===== src/rtl/layer_mean_ctrl.sv =====
// layer_mean_ctrl: mean of one SIZE x SIZE tile of signed fixed-point elements.
// Elements stream in through a valid/ready handshake and are summed into a
// double-width accumulator. The sum is floor-divided by TILE with an
// arithmetic shift, and the result is held until the consumer takes it.
module layer_mean_ctrl #(
   parameter int IL   = 4,
   parameter int FL   = 16,
   parameter int SIZE = 4
) (
   input  logic             clk,
   input  logic             rst_n,
   input  logic             start,
   input  logic             in_valid,
   output logic             in_ready,
   input  logic [IL+FL-1:0] in_data,
   output logic             out_valid,
   input  logic             out_ready,
   output logic [IL+FL-1:0] out_mean,
   output logic             busy
);

   localparam int W    = IL + FL;
   localparam int AW   = 2 * W;
   localparam int TILE = SIZE * SIZE;
   localparam int SH   = $clog2(TILE);
   localparam int CW   = SH + 1;

   typedef enum logic [1:0] {
      IDLE  = 2'd0,
      ACCUM = 2'd1,
      DIV   = 2'd2,
      OUT   = 2'd3
   } state_t;

   state_t                state, state_nx;
   logic signed [AW-1:0]  acc;
   logic [CW-1:0]         cnt;
   logic [W-1:0]          mean_q;
   logic signed [AW-1:0]  elem_ext;
   logic                  accept;
   logic                  last_accept;

   // The element is widened with its sign bit so negative values sum correctly.
   assign elem_ext    = {{W{in_data[W-1]}}, in_data};
   assign accept      = (state == ACCUM) && in_valid;
   assign last_accept = accept && (cnt == CW'(TILE - 1));

   // Handshake and status outputs are pure decodes of the state register.
   assign in_ready  = (state == ACCUM);
   assign out_valid = (state == OUT);
   assign busy      = (state != IDLE);
   assign out_mean  = mean_q;

   // State register plus datapath: accumulate, count and latch the mean.
   always_ff @(posedge clk) begin
      // NOTE: every register here, including the accumulator, is cleared by the
      // synchronous reset so an aborted tile leaves nothing behind.
      if (!rst_n) begin
         state  <= IDLE;
         acc    <= '0;
         cnt    <= '0;
         mean_q <= '0;
      end else begin
         // NOTE: non-blocking assignments keep every register reading the
         // pre-edge value of its neighbours, independent of statement order.
         state <= state_nx;
         case (state)
            IDLE: begin
               if (start) begin
                  acc <= '0;
                  cnt <= '0;
               end
            end
            ACCUM: begin
               if (accept) begin
                  acc <= acc + elem_ext;
                  cnt <= cnt + CW'(1);
               end
            end
            DIV: begin
               // Arithmetic shift by log2(TILE) floors toward -inf; the
               // selected window is exactly the low W bits of acc >>> SH.
               mean_q <= acc[SH +: W];
            end
            default: begin
               mean_q <= mean_q;
            end
         endcase
      end
   end

   // Next-state logic; out_ready and start only matter in their own states.
   always_comb begin
      // NOTE: the default assignment first means no path leaves state_nx
      // unassigned, so no latch can be inferred.
      state_nx = state;
      case (state)
         IDLE:    if (start)       state_nx = ACCUM;
         ACCUM:   if (last_accept) state_nx = DIV;
         DIV:                      state_nx = OUT;
         OUT:     if (out_ready)   state_nx = IDLE;
         default:                  state_nx = IDLE;
      endcase
   end

endmodule


===== config.mk =====
export PLATFORM = sky130hd
export DESIGN_NAME = layer_mean_ctrl
export DESIGN_NICKNAME = d
export VERILOG_FILES = /design/src/rtl/layer_mean_ctrl.sv
export SDC_FILE = /design/constraint.sdc
export NUM_CORES = 1
export LEC_CHECK = 0
export CAP_MARGIN = 20
export CELL_PAD_IN_SITES_DETAIL_PLACEMENT = 0
export CELL_PAD_IN_SITES_GLOBAL_PLACEMENT = 2
export CORE_MARGIN = 3
export CORE_UTILIZATION = 33
export DETAILED_ROUTE_END_ITERATION = 8
export GPL_ROUTABILITY_DRIVEN = 0
export MAX_ROUTING_LAYER = met4
export PLACE_DENSITY = 0.9
export SKIP_LAST_GASP = 1
export SYNTH_ARGS = -nofsm -noshare
export SYNTH_HDL_FRONTEND = slang
export SYNTH_SLANG_ARGS = --single-unit

===== constraint.sdc =====
create_clock -name clk -period 2.9 [get_ports clk]
set_input_delay 0.29 -clock clk [delete_from_list [all_inputs] [get_ports clk]]
set_output_delay 0.29 -clock clk [all_outputs]
set_load 0.02 [all_outputs]

==> summary.md <==
| Metric | Value |
|---|---|
| Synth-to-layout area growth | 21.7% |
| Critical path class | in -> reg |
| Setup violators final | 0 |
| Flop pwr share | 35.4% |
| Multi-input logic area | around 2100 um^2 |
| Nets | just under 500 |
| Post-route cell area | roughly 4000 um^2 |
| Starting density of the core | a little over a third |
| Total Routing Usage GR | approximately 14% |
| Combinational Power Share | 45.0% |
| Cells after Synth | 378 |
| Commonest cells after routing, fill and taps aside | dfxtp_1 (51), clkdlybuf4s50_1 (47), nand2_1 (45) |
| Final Max Tran Viols | 0 |
| Routed len/inst | between 10 and 15 um |
| Crit Path Max Fanout | 4 |
| Io pins | 48 |
| Die area | 11100 um^2 |
| Die width | between 100 and 150 um |
| FF-to-FF End | acc[20] |
| Largest cells by area after synthesis | dfxtp_1 (31%), ha_1 (11%), mux2i_1 (7.4%), nand2_1 (5.2%), nor2b_1 (5.2%) |
| 1st-iter DRT viols | about 220 |
| Vias in the first global route | about 2600 |
| Pint | about 1.4 mW |
| Crit-path slowest cell | a2111oi_4 |
| Register-to-Register Setup Slack | around 300 ps |
| Status | complete, no violations |
| Post-Syn Nets | between 400 and 500 |
| CP delay by family, top | compound AO/OA/AOI/OAI gates |
| Height of the die | about 110 um |
| Tot Pwr | ~2.4 mW |
| Clock Skews | between 6 and 7 ps |
| Tcrit/Tclk final | between 90% and 100% |
| Mapped Area | 3270 um^2 |
| Crit start category | input port |
| Synth area leader | dfxtp_1 |
| Count of cell types in the netlist | between 50 and 60 |
| CP endpoint kind | flop |
| Peak Freq | 0.371 GHz |
| Hold Path Sink | acc[17] |
| Vias per Instance | roughly 5.1 |
| CTS tree | built |
| WP data arrival | between 2000 and 3000 ps |
| Source of the worst register-to-register timing path | acc[0] |
| Hold_sp | acc[17] |
| Hold_buf cts | 0 |
| P_sw | roughly 0.94 mW |
| Fin crit period | around 2700 ps |
| Clock Path Buffers | 2 |
| Vias | around 2800 |
| Pin count of the biggest net entering global routing | 34 |
| Data required, critical path | a little over 3000 ps |
| GRT overflow | 0 |
| Remaining DRCs | 0 |
| Predominant post-synthesis flop cell | dfxtp_1 |
| #FFs+latches synth | between 50 and 60 |
| Power share of the clock group | 19.6% |
| Async set or reset register ratio after synthesis | 0% |
| Sw frac | around two fifths |
| Post-route setup TNS | 0 ps |
| Number of buffers created by CTS | 5 |
| Slew HR | between 50 and 60% |
| Layout cell share with drive strength beyond 1 | 6.34% |
| Slew at the pin closest to its max-slew limit | between 700 and 800 ps |
| Sink Count | a little over 50 |
| Most common cell after layout, fill and taps aside | dfxtp_1 |
| Global-route wire length before repair | 13000 um |
| Synthesized area per cell | a little under 9 um^2 |
| Clock transition at path regs | 90 ps |
| Largest stage delay, worst path | roughly 480 ps |
| Post-CTS setup buffer count | 0 |
| PortBufs | 47 |
| Post-synth EDFFs | 0 |
| Dpl cells | between 500 and 600 |
| Initial antenna violation count | 0 |
| Sequential element share of the synthesized area | a little under a third |
| Diode count | 0 |
| Power per cell area | ~590 nW/um^2 |
| Finished Layout Cells | 555 |
| Hold Path Depth | 2 |
| Worst path bufs/invs | 2 |
| PostCTS Resize Cnt | 0 |
| Final ANT Viol Nets | 0 |
| Warnings, synthesis | 0 |
| RSZ-0062 raised after global routing | false |
| Seq. cell area | slightly above 1000 um^2 |
| LEAKAGE | around 1.5 nW |
| Filler cells | between 900 and 1000 |
| Reg2Reg Depth | 10 |
| Max-cap violations | 0 |
| CP cell instances | clkdlybuf4s50_1 -> ha_1 -> inv_1 -> fa_1 -> and2b_1 -> o2111ai_2 -> a2111oi_4 -> nor2_4 -> a21oi_1 -> mux2i_1 -> nand3_1 |
| Final Hold Fails | 0 |
| Drt pass-1 iters | 5 |
| CTS H-tree depth | 2 |
| Hpwl dp | roughly 5800 um |
| Placed Area | between 3000 and 4000 um^2 |
| # rows | 35 |
| Worst Hold Class | reg -> reg |
| Core Region | ~9400 um^2 |
| Maximum VDD drop | about 0.00029 V |
| Total wire length | 7870 um |
| Root Driver | clkbuf_8 |
| Share of the synthesized area in the top cell type | 31.2% |
| Worst skew pair latency | between 300 and 400 ps |
[cell families after synthesis]
kind of cell	count (synthesis)	synth area share, %
fa+ha+maj	31	12.1
xor+xnor	19	5.09
buf+inv	27	4.06
simple gates	132	19.9
compound gates	94	20.3
flops	51	31.2
mux	24	7.35
[cell type report]
type                       instances  share of cell area [%]
tap                              129                    4.06
sequential                        51                    25.7
clock buffer                       7                    2.42
inverter                          12                    1.13
timing repair buffer              55                    13.3
multi-input combinational        300                    53.2
clock inverter                     1                   0.189
[sequential cells by signal, indices dropped and copies added (netlist names)]
name      flops
acc          24
out_mean     20
cnt           5
state         2
[worst max path at each step]
stage | start | slack, ps | to | cells after the start
global placement | in_data[0] | -50 | acc[20] | 11
detailed placement | in_data[0] | -100 | acc[20] | 11
floorplan | acc[0] | 500 | acc[20] | 10
CTS | in_data[0] | 220 | acc[20] | 11
global route | in_data[0] | 40 | acc[20] | 11
finish | in_data[0] | 210 | acc[20] | 11
[metal layers]
layer  global-route usage [%]  vias to the layer above  part of all wire [%]  wire length [um]
li1                         -                     1436                     -                 -
met1                     20.4                     1287                    52              4060
met2                     21.6                       73                    43              3400
met3                     2.57                        9                   4.3               336
met4                     3.24                        0                  0.94                74
met5                        -                        -                     0                 0
[power by group through the flow]
stage | sequential [mW] | combinational [mW] | clock (mW)
floorplan | 0.839 | 0.789 | 0
global placement | 0.847 | 1.05 | 0
detailed placement | 0.850 | 1.06 | 0
CTS | 0.834 | 1.07 | 0.480
global route | 0.844 | 1.19 | 0.501
finish | 0.832 | 1.06 | 0.461
[per-stage QoR]
| stage | worst slack [ps] | utilization (%) | hold WS, ps |
|---|---|---|---|
| after floorplan | 497 | - | 442 |
| after global placement | -51.5 | 41.1 | 456 |
| after detailed placement | -98.0 | 41.1 | 467 |
| after CTS | 221 | 42.2 | 481 |
| after global routing | 43.1 | 42.2 | 501 |
| final | 205 | 42.2 | 477 |
[synth_stat cells (2+ instances only)]
cell       n
dfxtp_1   51
nand2_1   45
ha_1      30
nor2b_1   27
mux2i_1   24
o21ai_0   20
a21oi_1   19
nor2_1    19
inv_1     12
nor3_1    10
xor2_1    10
xnor2_1    9
nand3_1    8
a211oi_1   7
and3_1     6
clkbuf_1   6
a22oi_1    5
nand4_1    5
a21o_1     4
a31oi_1    4
o21ai_1    4
a21boi_0   3
and2_1     3
buf_1      3
o21a_1     3
o21bai_1   3
o22ai_1    3
buf_2      2
o211a_1    2
o211ai_1   2
or2_2      2
or3_1      2
[worst min-delay path: cells and delay by family (launching register included)]
family	cells	cell delay [ps]
DFF	1	340
and+or+nand+nor	1	50
AOI/OAI and AO/OA	1	50
No activity file was read; power rests on OpenSTA's default activity.
